$ cat src/rtl/spi_job_arbiter.sv
// Round-robin arbiter that hands two requesters' SPI jobs to one serial-out engine.
// Optional RUN-phase watchdog is enabled by defining SPI_ARB_TIMEOUT_EN.
module spi_job_arbiter #(
  parameter int ADDR_W      = 9,
  parameter int LEN_W       = 8,
  parameter int LOAD_CYC    = 2,
  parameter int TIMEOUT_CYC = 4096
) (
  input  logic              CLK,
  input  logic              RST_N,
  input  logic              REQ0,
  input  logic              REQ1,
  input  logic [ADDR_W-1:0] ADDR0,
  input  logic [ADDR_W-1:0] ADDR1,
  input  logic [LEN_W-1:0]  LEN0,
  input  logic [LEN_W-1:0]  LEN1,
  input  logic [7:0]        DIV0,
  input  logic [7:0]        DIV1,
  output logic              ACK0,
  output logic              ACK1,
  output logic              SPI_BGN,
  output logic [ADDR_W-1:0] SPI_ADDR_BGN,
  output logic [LEN_W-1:0]  SPI_DATA_LEN,
  output logic [7:0]        SPI_FREQ_DIV,
  input  logic              SPI_DONE,
  output logic              BUSY,
  output logic              GNT_ID,
  output logic              ERR
);

  localparam int LCW = (LOAD_CYC > 1) ? $clog2(LOAD_CYC) : 1;

  typedef enum logic [1:0] {S_IDLE, S_LOAD, S_RUN, S_DONE} state_t;

  state_t           r_state;
  state_t           w_nextState;
  logic [LCW-1:0]   r_loadCnt;
  logic             r_lastGnt;
  logic             w_grantReq;
  logic             w_grantId;
  logic             w_timeout;

  // The requester not served last wins a tie; a lone request always wins.
  always_comb begin
    w_grantReq = REQ0 | REQ1;
    w_grantId  = (REQ0 && REQ1) ? ~r_lastGnt : REQ1;
  end

`ifdef SPI_ARB_TIMEOUT_EN
  localparam int TCW = $clog2(TIMEOUT_CYC + 1);
  logic [TCW-1:0] r_runCnt;

  assign w_timeout = (r_runCnt == TCW'(TIMEOUT_CYC - 1));

  always_ff @(posedge CLK or negedge RST_N) begin
    if (!RST_N) begin
      r_runCnt <= '0;
    end else if (r_state != S_RUN) begin
      r_runCnt <= '0;
    end else begin
      r_runCnt <= r_runCnt + TCW'(1);
    end
  end

  always_ff @(posedge CLK or negedge RST_N) begin
    if (!RST_N) begin
      ERR <= 1'b0;
    end else begin
      ERR <= (r_state == S_RUN) && !SPI_DONE && w_timeout;
    end
  end
`else
  assign w_timeout = 1'b0;
  assign ERR       = 1'b0;
`endif

  always_comb begin
    w_nextState = r_state;
    unique case (r_state)
      S_IDLE: if (w_grantReq) w_nextState = S_LOAD;
      S_LOAD: if (r_loadCnt == LCW'(LOAD_CYC - 1)) w_nextState = S_RUN;
      S_RUN:  if (SPI_DONE || w_timeout) w_nextState = S_DONE;
      S_DONE: w_nextState = S_IDLE;
      default: w_nextState = S_IDLE;
    endcase
  end

  // Every output is registered from the next state so the engine sees glitch-free levels.
  always_ff @(posedge CLK or negedge RST_N) begin
    if (!RST_N) begin
      r_state      <= S_IDLE;
      r_loadCnt    <= '0;
      r_lastGnt    <= 1'b1;
      GNT_ID       <= 1'b0;
      SPI_ADDR_BGN <= '0;
      SPI_DATA_LEN <= '0;
      SPI_FREQ_DIV <= '0;
      SPI_BGN      <= 1'b0;
      BUSY         <= 1'b0;
      ACK0         <= 1'b0;
      ACK1         <= 1'b0;
    end else begin
      r_state   <= w_nextState;
      r_loadCnt <= (r_state == S_LOAD) ? r_loadCnt + LCW'(1) : '0;
      SPI_BGN   <= (w_nextState == S_RUN);
      BUSY      <= (w_nextState != S_IDLE);
      ACK0      <= (w_nextState == S_DONE) && !GNT_ID;
      ACK1      <= (w_nextState == S_DONE) && GNT_ID;
      if (r_state == S_IDLE && w_grantReq) begin
        GNT_ID       <= w_grantId;
        r_lastGnt    <= w_grantId;
        SPI_ADDR_BGN <= w_grantId ? ADDR1 : ADDR0;
        SPI_DATA_LEN <= w_grantId ? LEN1 : LEN0;
        SPI_FREQ_DIV <= w_grantId ? DIV1 : DIV0;
      end
    end
  end

endmodule

$ cat config.mk
export PLATFORM = sky130hd
export DESIGN_NAME = spi_job_arbiter
export DESIGN_NICKNAME = d
export VERILOG_FILES = /design/src/rtl/spi_job_arbiter.sv
export SDC_FILE = /design/constraint.sdc
export NUM_CORES = 1
export LEC_CHECK = 0
export CORE_UTILIZATION = 42
export DETAILED_ROUTE_END_ITERATION = 10
export MAX_ROUTING_LAYER = met4
export PLACE_DENSITY = 0.84
export SYNTH_ARGS = -nofsm -noshare
export SYNTH_HDL_FRONTEND = slang
export SYNTH_SLANG_ARGS = --single-unit
$ cat constraint.sdc
create_clock -name CLK -period 5.3 [get_ports CLK]
set_clock_uncertainty 0.1 [all_clocks]
set_input_delay 0.53 -clock CLK [delete_from_list [all_inputs] [get_ports CLK]]
set_output_delay 0.53 -clock CLK [all_outputs]
set_load 0.02 [all_outputs]
==> impl_metrics.json, run 1 <==
{
  "status": "completed",
  "finalSetupTns_ns": 0,
  "cts_max_path_buffers": 2,
  "port_buffers": 84,
  "cts-hold-fix-buffers": 0,
  "maxCapViolCount": 0,
  "rows": 22,
  "die_area_um2": 4210,
  "multi_input_area_um2": 749,
  "cpMostUsedCell": "mux2_2",
  "crit_slowest_cell": "clkdlybuf4s50_1",
  "final_cells": 247,
  "period_share_pct": 40.5,
  "coreArea_um2": 3720,
  "root_buffer": "clkbuf_8",
  "synthCells": 110,
  "antenna_found_initial": 0,
  "die_height_um": 64.9,
  "grt_usage_pct": 19.6,
  "synth.ff_latch_count": 34,
  "yosysWarnings": 0,
  "synthMostInstantiatedCell": "dfrtp_1",
  "yosysSeqAreaShare_pct": 51.3,
  "slew_viol_final": 0,
  "min_path_type": "flip-flop to flip-flop",
  "synthMuxAreaShare_pct": 38.2,
  "grt_pass1_vias": 1307,
  "dpl.hpwl_um": 2670,
  "fp.dieW_um": 64.9,
  "cts_buffers": 5,
  "post_synth.cell_area_avg_um2": 15.1,
  "synth_top_area_share_pct": 49.7,
  "clk_latency_ns": 0.28,
  "htree_levels": 2,
  "cts_tree": "yes",
  "drtIter0Drc": 21,
  "cp_max_fo": 26,
  "grt_pass1_wl_um": 5820,
  "synth_top_cell_by_area": "dfrtp_1",
  "dp.cells": 239,
  "route.antenna.remaining_nets": 0,
  "vias_per_cell": 4.86,
  "ys_top_cells_by_count": "dfrtp_1, mux2_2, mux2_4, nor2_1",
  "drc": 0,
  "drive_above_1_share_pct": 30.2,
  "timing.final.ws_setup_ns": 3.15,
  "worst_setup_path_end_kind": "flip-flop",
  "nNetsFinal": 253,
  "regArea_um2": 852,
  "powerDensity_nw_per_um2": 513,
  "yosys-top-cells-area": "dfrtp_1, mux2_2, mux2_4",
  "worstReg2RegStart": "r_lastGnt",
  "synth.net_count": 165,
  "cp.arrival_ns": 2.21,
  "synth.cell_area_um2": 1660,
  "required_ns": 5.37,
  "power.leakage_nw": 1.14,
  "hold_slack_ns": 0.343,
  "wire_per_inst_um": 14.9,
  "diodes": 0,
  "synth_compound_area_share_pct": 2.56,
  "layout-area-overhead-vs-synth_pct": 56.9,
  "hold-path-cell-count": 1,
  "netlist-cell-type-count": 23,
  "max_freq_ghz": 0.466,
  "num_vias": 1200,
  "hold_viol_final": 0,
  "clock_sinks": 34,
  "critPathKind": "input pin to flip-flop",
  "initial_core_util_pct": 44.7,
  "fillCellCount": 267,
  "r2r-end": "SPI_ADDR_BGN[7]",
  "ir_worst_vdd_v": 0.000268,
  "hold_path_end": "r_loadCnt",
  "synth_top_flop_cell": "dfrtp_1",
  "rsz0062_at_grt": "false",
  "slowest_delay_ns": 0.53,
  "finalCoreUtilization_pct": 70.1,
  "reg2reg_setup_slack_ns": 3.42,
  "synth_top_family_by_area": "multiplexers",
  "path_cells": "clkdlybuf4s50_1 > a21bo_1 > buf_4 > mux2_2 > mux2_2",
  "synthSimpleGateAreaFrac_pct": 4.14,
  "globalplace.congestion": 0.795,
  "io_pins": 86,
  "synth_xor_area_share_pct": 0,
  "grt_max_degree": 35,
  "clk_pin_slew_worst_paths_ns": 0.06,
  "pre_cts_ws_ns": 2.85,
  "wirelength_um": 3670,
  "setup_viol_count_final": 0,
  "rr_worst_depth": 4,
  "fin_crit_ns": 2.15,
  "synth_edf_count": 0,
  "critPathLaunchType": "input pin",
  "synth-async-reset-ratio_pct": 100,
  "post_cts_buffers": 0,
  "synth_fa_ha_area_share_pct": 0,
  "grt.overflow.total": 0,
  "holdCritStartpoint": "r_loadCnt",
  "firstDrtPassIters": 4,
  "post_cts_resized": 0
}
==> through the flow <==
step | power, mW | instance area [µm²]
floorplan | 0.858 | 1660
global placement | 1.15 | 2520
detailed placement | 1.17 | 2520
CTS | 1.35 | 2610
global route | 1.42 | 2610
finish | 1.34 | 2610
==> report_power, final <==
part | internal, mW | total [mW] | switching, mW
registers | 0.389 | 0.456 | 0.0668
clock network | 0.0931 | 0.178 | 0.0847
logic | 0.396 | 0.702 | 0.306
total | 0.878 | 1.34 | 0.457
==> state kept, by name, summed over array words and instances (netlist names) <==
register      cells
ACK0              1
ACK1              1
BUSY              1
GNT_ID            1
SPI_ADDR_BGN      9
SPI_BGN           1
SPI_DATA_LEN      8
SPI_FREQ_DIV      8
r_lastGnt         1
r_loadCnt         1
r_state           2
==> metal layers <==
| layer | global-route usage [%] | wire length [µm] | part of all wire (%) | vias up |
|---|---|---|---|---|
| met1 | 21.2 | 1520 | 41 | 562 |
| li1 | - | - | - | 568 |
| met2 | 31.6 | 1720 | 47 | 60 |
| met3 | 6.16 | 299 | 8.1 | 10 |
| met4 | 11.4 | 131 | 3.6 | 0 |
| met5 | - | 0 | 0 | - |
==> worst max-delay path: cells and delay by family <==
| kind | cells | cell delay, ns |
|---|---|---|
| compound gates | 1 | 0.13 |
| buf+inv | 2 | 0.92 |
| mux | 2 | 0.63 |
==> worst max path at each step <==
stage | cells past startpoint | from | to
global placement | 5 | REQ1 | SPI_ADDR_BGN[6]
floorplan | 5 | REQ1 | SPI_ADDR_BGN[8]
finish | 5 | REQ0 | SPI_ADDR_BGN[7]
global route | 5 | REQ0 | SPI_ADDR_BGN[3]
CTS | 5 | REQ0 | SPI_ADDR_BGN[7]
detailed placement | 5 | REQ0 | SPI_ADDR_BGN[2]
==> area by class of cell <==
type,instances,area share [%]
clock buffer,8,3.07
timing repair buffer,87,33.1
sequential,34,32.7
multi-input combinational,70,28.8
tap,48,2.31
==> kinds of logic (layout without fill, tap and decap cells) <==
group,count (synthesis),count (layout)
other,1,1
AND/OR/NAND/NOR,13,13
multiplexers,50,50
buffers and inverters,6,95
AO/OA/AOI/OAI,6,6
flip-flops,34,34
==> placed cells by master, fill, tap and decap left out <==
cell type and count:
clkbuf_1 3, mux2_2 31, nor3_1 1, buf_4 3
dfrtp_1 33, nand3_1 1, nand3b_1 2, mux2_4 19
nor2_1 3, o21ai_2 1, nor2b_1 1, o21ai_0 1
clkbuf_8 5, dfstp_2 1, a21bo_1 1, clkdlybuf4s50_1 84
and3_1 1, a21o_1 1, nand2b_1 2, a21oi_1 1
nand2_1 2, conb_1 1, a31oi_1 1
(Power assumes the default switching activity.)
==> run 2, diff against run 1 <==
- CORE_UTILIZATION: 42 -> 39
- PLACE_DENSITY: 0.84 -> 0.79
- clock period: 5.3 -> 2.1 ns (I/O delays scaled with it)
==> impl_metrics.json, run 2 (synthesis gave the netlist of run 1 again) <==
{
  "diodes": 0,
  "clk_pin_slew_worst_paths_ns": 0.07,
  "min_path_type": "flip-flop to flip-flop",
  "top_layer_used": "met4",
  "hold_viol_final": 0,
  "rr_worst_depth": 4,
  "post_cts_buffers": 0,
  "top_regs": "SPI_ADDR_BGN (9), SPI_DATA_LEN (8), SPI_FREQ_DIV (8)",
  "status": "completed",
  "hold_path_end": "r_loadCnt",
  "finalSetupTns_ns": 0,
  "cts_max_path_buffers": 2,
  "nNetsFinal": 254,
  "cts-hold-fix-buffers": 1,
  "wirelength_um": 3610,
  "port_buffers": 84,
  "period_share_pct": 85.4,
  "antenna_found_initial": 0,
  "slew_viol_final": 0,
  "fp.dieW_um": 67.2,
  "layout.cells.most_common": "clkdlybuf4s50_1",
  "fillCellCount": 282,
  "grt_max_degree": 35,
  "multi_input_area_um2": 749,
  "globalplace.congestion": 0.730,
  "worst_setup_path_end_kind": "flip-flop",
  "reg2reg_setup_slack_ns": 0.31,
  "hold-path-cell-count": 1,
  "power.leakage_nw": 1.16,
  "vias_per_cell": 4.85,
  "drc": 0,
  "maxCapViolCount": 0,
  "drive_above_1_share_pct": 31.5,
  "initial_core_util_pct": 40.9,
  "cts_buffers": 5,
  "rows": 23,
  "cp_max_fo": 12,
  "final_cells": 250,
  "drtIter0Drc": 18,
  "post_cts_resized": 0,
  "regArea_um2": 852,
  "root_buffer": "clkbuf_8",
  "clk_latency_ns": 0.27,
  "routed-wl-met3_um": 285,
  "top_register": "SPI_ADDR_BGN",
  "r2r-end": "SPI_DATA_LEN[2]",
  "ir_worst_vdd_v": 0.000581,
  "m1WireLength_um": 1390,
  "grt.overflow.total": 0,
  "dpl.hpwl_um": 2640,
  "slew_headroom_pct": 51.5,
  "grt_pass1_wl_um": 5550,
  "setup_viol_count_final": 0,
  "powerDensity_nw_per_um2": 1300,
  "die_height_um": 67.2,
  "met2WireLength_um": 1900,
  "dp.cells": 241,
  "die_area_um2": 4520,
  "fin_crit_ns": 1.79,
  "worstReg2RegStart": "r_lastGnt",
  "cts_tree": "yes",
  "num_vias": 1212,
  "rsz0062_at_grt": "false",
  "holdCritStartpoint": "r_loadCnt",
  "max_freq_ghz": 0.557,
  "layout_common_cells": "clkdlybuf4s50_1, dfrtp_1, mux2_2",
  "clock_sinks": 34,
  "grt_pass1_vias": 1229,
  "coreArea_um2": 4060,
  "layout-area-overhead-vs-synth_pct": 59.5,
  "route.antenna.remaining_nets": 0,
  "critPathKind": "flip-flop to flip-flop",
  "critPathLaunchType": "flip-flop",
  "grt_usage_pct": 17.1,
  "wire_per_inst_um": 14.4,
  "io_pins": 86,
  "firstDrtPassIters": 4,
  "cp.arrival_ns": 1.85,
  "worst_slew_pin_slew_ns": 0.728,
  "largest_reg_flops": 9,
  "htree_levels": 2,
  "required_ns": 2.15
}
run 2: layout make-up:
cell class	instances	share of cell area, %
sequential	34	32.2
multi-input combinational	70	28.3
tap	50	2.36
clock buffer	7	3.26
timing repair buffer	88	33.7
clock inverter	1	0.189
run 2: worst max path at each step:
stage	startpoint	end	slack [ns]
2_1_floorplan	r_lastGnt	SPI_ADDR_BGN[8]	0.43
3_3_place_gp	REQ1	SPI_DATA_LEN[4]	0.13
3_5_place_dp	REQ1	SPI_DATA_LEN[2]	0.07
4_1_cts	r_lastGnt	SPI_DATA_LEN[4]	0.29
5_1_grt	r_lastGnt	SPI_DATA_LEN[4]	0.25
6_report	r_lastGnt	SPI_DATA_LEN[2]	0.31
run 2: through the flow:
stage / power (mW) / area [µm²] / util (%) / worst slack (ns) / hold slack, ns
2_1_floorplan: 2.16 / 1660 / - / 0.430 / -0.186
3_3_place_gp: 2.94 / 2550 / 62.8 / 0.126 / 0.209
3_5_place_dp: 2.99 / 2550 / 62.8 / 0.0702 / 0.223
4_1_cts: 3.49 / 2650 / 65.3 / 0.293 / 0.344
5_1_grt: 3.66 / 2650 / 65.3 / 0.250 / 0.368
6_report: 3.44 / 2650 / 65.3 / 0.306 / 0.341
run 2: report_power, final:
| group | leakage (nW) | switching (mW) | internal, mW | total (mW) |
|---|---|---|---|---|
| clock | 0.0482 | 0.213 | 0.264 | 0.477 |
| combinational | 0.707 | 0.779 | 1.03 | 1.81 |
| sequential | 0.405 | 0.173 | 0.981 | 1.15 |
| total | 1.16 | 1.17 | 2.28 | 3.44 |
run 2: layer usage:
| metal | up-vias | GRT usage, % |
|---|---|---|
| met5 | - | - |
| met4 | 0 | 5.32 |
| met3 | 4 | 4.90 |
| met2 | 62 | 31.0 |
| met1 | 581 | 17.8 |
| li1 | 565 | - |
run 2: critical path, stage by stage, from the launching register on:
cell,delay [ns]
dfstp_2,0.55
a21bo_1,0.16
buf_4,0.27
mux2_4,0.33
mux2_2,0.27
==> RTL change 1 (flow settings as in run 1) <==
Change the parameter `LOAD_CYC` from 2 to 4.
--- a/src/rtl/spi_job_arbiter.sv
+++ b/src/rtl/spi_job_arbiter.sv
@@ -3,7 +3,7 @@
 module spi_job_arbiter #(
   parameter int ADDR_W      = 9,
   parameter int LEN_W       = 8,
-  parameter int LOAD_CYC    = 2,
+  parameter int LOAD_CYC    = 4,
   parameter int TIMEOUT_CYC = 4096
 ) (
   input  logic              CLK,
Formal check against the unedited RTL: not equivalent (Yosys sat finds a counterexample within 4 cycles, from zero or initial values and one cycle with RST_N low).
==> RTL change 1 against run 1 <==
- sequential cell count rose by 1
- wire length rose by 2.1%
- synthesized cell count rose by 3.6%
- area after synthesis rose by 2.7%
- first-iteration DRC count rose to 2.6 times the old value
- setup slack got worse by 360 ps
- largest power group unchanged
- via count rose by 1.7%
- cell count rose by 1.2%
- design area rose by 1.6%
- total power rose by 2.4%
==> RTL change 1: results (changes against run 1) <==
Global route
  • Met3 usage: 0.06597 (was 0.06162)
  • Met1 track demand over resource: 0.2190 (was 0.2124)
  • Vias in the first global route: 1323 (was 1307)

Setup path
  • Worst path slowest cell: a21bo_1 (was clkdlybuf4s50_1)
  • Crit path launch: REQ1 (was REQ0)
  • R2R setup slack: 3050 ps (was 3420 ps)
  • Slowest stage delay, CP: 570 ps (was 530 ps)
  • Worst Path Max Fanout: 16 (was 26)
  • Worst Setup EP: SPI_ADDR_BGN[4] (was SPI_ADDR_BGN[7])

Outcome
  • Outcome: completed (unchanged)

Synth
  • Cells after Synth: 114 (was 110)
  • Syn nets: 170 (was 165)
  • Compound-cell area share of the yosys netlist: 0.02935 (was 0.02562)
  • Top cells by instance count after synthesis: dfrtp_1, mux2_2, mux2_4, nor2_1 (unchanged)
  • Mux cell area share after synthesis: 0.3720 (was 0.3821)
  • Netlist cell types: 26 (was 23)

Worst hold path
  • Hold WC Path Type: in2async (was reg2reg)

Route
  • Vias: 1220 (was 1200)
  • Routed wl met3: 301 um (was 299 um)
  • Initial drt markers: 54 (was 21)

Cells and area
  • Final nets: 257 (was 253)
  • Share of post-route cells with drive strength above 1: 0.3119 (was 0.3015)

STA
  • Final Critical Period: 2511 ps (was 2147 ps)

Power and ir drop
  • Maximum VDD drop: 0.3153 mV (was 0.2680 mV)

Placed design
  • Placed standard-cell area: 0.002557 mm2 (was 0.002525 mm2)
  • Dpl ws: 2495 ps (was 2850 ps)
-- RTL change 1: cell families (layout without fill, tap and decap cells) --
logic type | count (synthesis) | in the layout
AOI/OAI and AO/OA | 7 | 7
adders and majority gates | 1 | 1
buffers and inverters | 7 | 95
DFF | 35 | 35
muxes | 50 | 50
other | 1 | 1
and+or+nand+nor | 13 | 13
-- RTL change 1: final cells by class --
type | count | area [um2] | share of cell area
repair buffers | 86 | 850.8 | 0.3215
multi-input cells | 72 | 765.7 | 0.2894
clock inverters | 3 | 20.02 | 0.007565
clock buffers | 5 | 68.82 | 0.02600
well taps | 48 | 60.06 | 0.02270
flip-flops and latches | 35 | 877.1 | 0.3314
inverters | 1 | 3.754 | 0.001418
-- RTL change 1: power groups by stage --
stage	Combinational, mW	Clock [mW]	Sequential (mW)
final	0.709	0.190	0.470
after global routing	0.753	0.211	0.487
after CTS	0.717	0.197	0.471
after detailed placement	0.713	0	0.474
after global placement	0.700	0	0.466
after floorplan	0.277	0	0.599
==> RTL change 2 (flow settings as in run 1) <==
Without the edit above. Encoding of `state_t`: now one-hot (4 bits for 4 states).
--- a/src/rtl/spi_job_arbiter.sv
+++ b/src/rtl/spi_job_arbiter.sv
@@ -30,7 +30,7 @@
 
   localparam int LCW = (LOAD_CYC > 1) ? $clog2(LOAD_CYC) : 1;
 
-  typedef enum logic [1:0] {S_IDLE, S_LOAD, S_RUN, S_DONE} state_t;
+  typedef enum logic [3:0] {S_IDLE = 4'b0001, S_LOAD = 4'b0010, S_RUN = 4'b0100, S_DONE = 4'b1000} state_t;
 
   state_t           r_state;
   state_t           w_nextState;
Function: no difference found for any inputs over 10 cycles, from zero or initial values and one cycle with RST_N low; not proved beyond that.
==> RTL change 2 against run 1 <==
- setup slack got worse by 280 ps
- global-route usage increased by 3.6 points
- design area decreased by 2.4%
- critical path depth decreased by 1
- wire length increased by 20%
- area after synthesis decreased by 1.7%
- critical endpoint is now SPI_DATA_LEN[0]
- sequential cell count increased by 2
- die area decreased by 1.7%
- hold slack got worse by 120 ps
- total power increased by 5.2%
==> RTL change 2: results (changes against run 1) <==
Outcome
  • Outcome: completed (unchanged)

Global route
  • Overall routing resource usage: 0.2328 (was 0.1964)
  • Met3 usage: 0.05357 (was 0.06162)
  • Vias in the first global route: 1481 (was 1307)
  • GR Util met2: 0.3934 (was 0.3164)
  • Largest net degree at the start of global routing: 37 (was 35)

Synth
  • Netlist cell types: 31 (was 23)
  • Mux cell area share after synthesis: 0 (was 0.3821)
  • Share of the yosys chip area belonging to registers: 0.5537 (was 0.5132)
  • Top cells by instance count after synthesis: dfrtp_1, o32ai_1, a2bb2oi_1, clkbuf_1 (was dfrtp_1, mux2_2, mux2_4, nor2_1)
  • Syn nets: 183 (was 165)

Setup path
  • R2R setup slack: 2870 ps (was 3420 ps)
  • Crit path launch: r_state[0] (was REQ0)

Power and ir drop
  • Clk pwr share: 0.137 (was 0.133)
  • Leak Pwr: 0.9936 nW (was 1.137 nW)
  • Seq pwr share: 0.340 (was 0.341)
  • Total sequential power: 0.478 mW (was 0.456 mW)

Placed design
  • DP HPWL: 2.960 mm (was 2.671 mm)
  • GPL Wtd Cong: 0.7521 (was 0.7950)
  • Placed standard-cell area: 0.002454 mm2 (was 0.002525 mm2)
  • Dpl ws: 2732 ps (was 2850 ps)

Worst hold path
  • Hold WC Path Type: in2async (was reg2reg)

Cells and area
  • Final nets: 260 (was 253)
  • Share of post-route cells with drive strength above 1: 0.08252 (was 0.3015)

Route
  • Routed WL per cell: 17.39 um (was 14.87 um)
  • Vias: 1453 (was 1200)
  • Vias per cell: 5.720 (was 4.858)
  • Initial drt markers: 70 (was 21)
==> RTL change 2: cell families after synthesis <==
logic type             after synthesis
DFF                                 36
buffers and inverters               17
other                                1
and+or+nand+nor                     15
AOI/OAI and AO/OA                   59
==> RTL change 2: layout make-up <==
class                      count  area [um2]
sequential                    36       903.4
fill                         281        1145
inverter                       2       7.507
timing repair buffer          85       843.3
multi-input combinational     75       639.4
clock buffer                   8       90.09
tap                           48       60.06
==> RTL change 2: per-layer routing <==
metal / routed length (um) / share of wire
met5: 0 / 0
met3: 313 / 0.071
met4: 29 / 0.0066
met1: 1911 / 0.43
met2: 2163 / 0.49
==> RTL change 2: worst reg2reg max path, stage by stage (launching register included) <==
cell and delay (ps):
dfstp_2 560, nor4b_4 190, buf_4 380, o21a_1 900, a2bb2oi_1 230
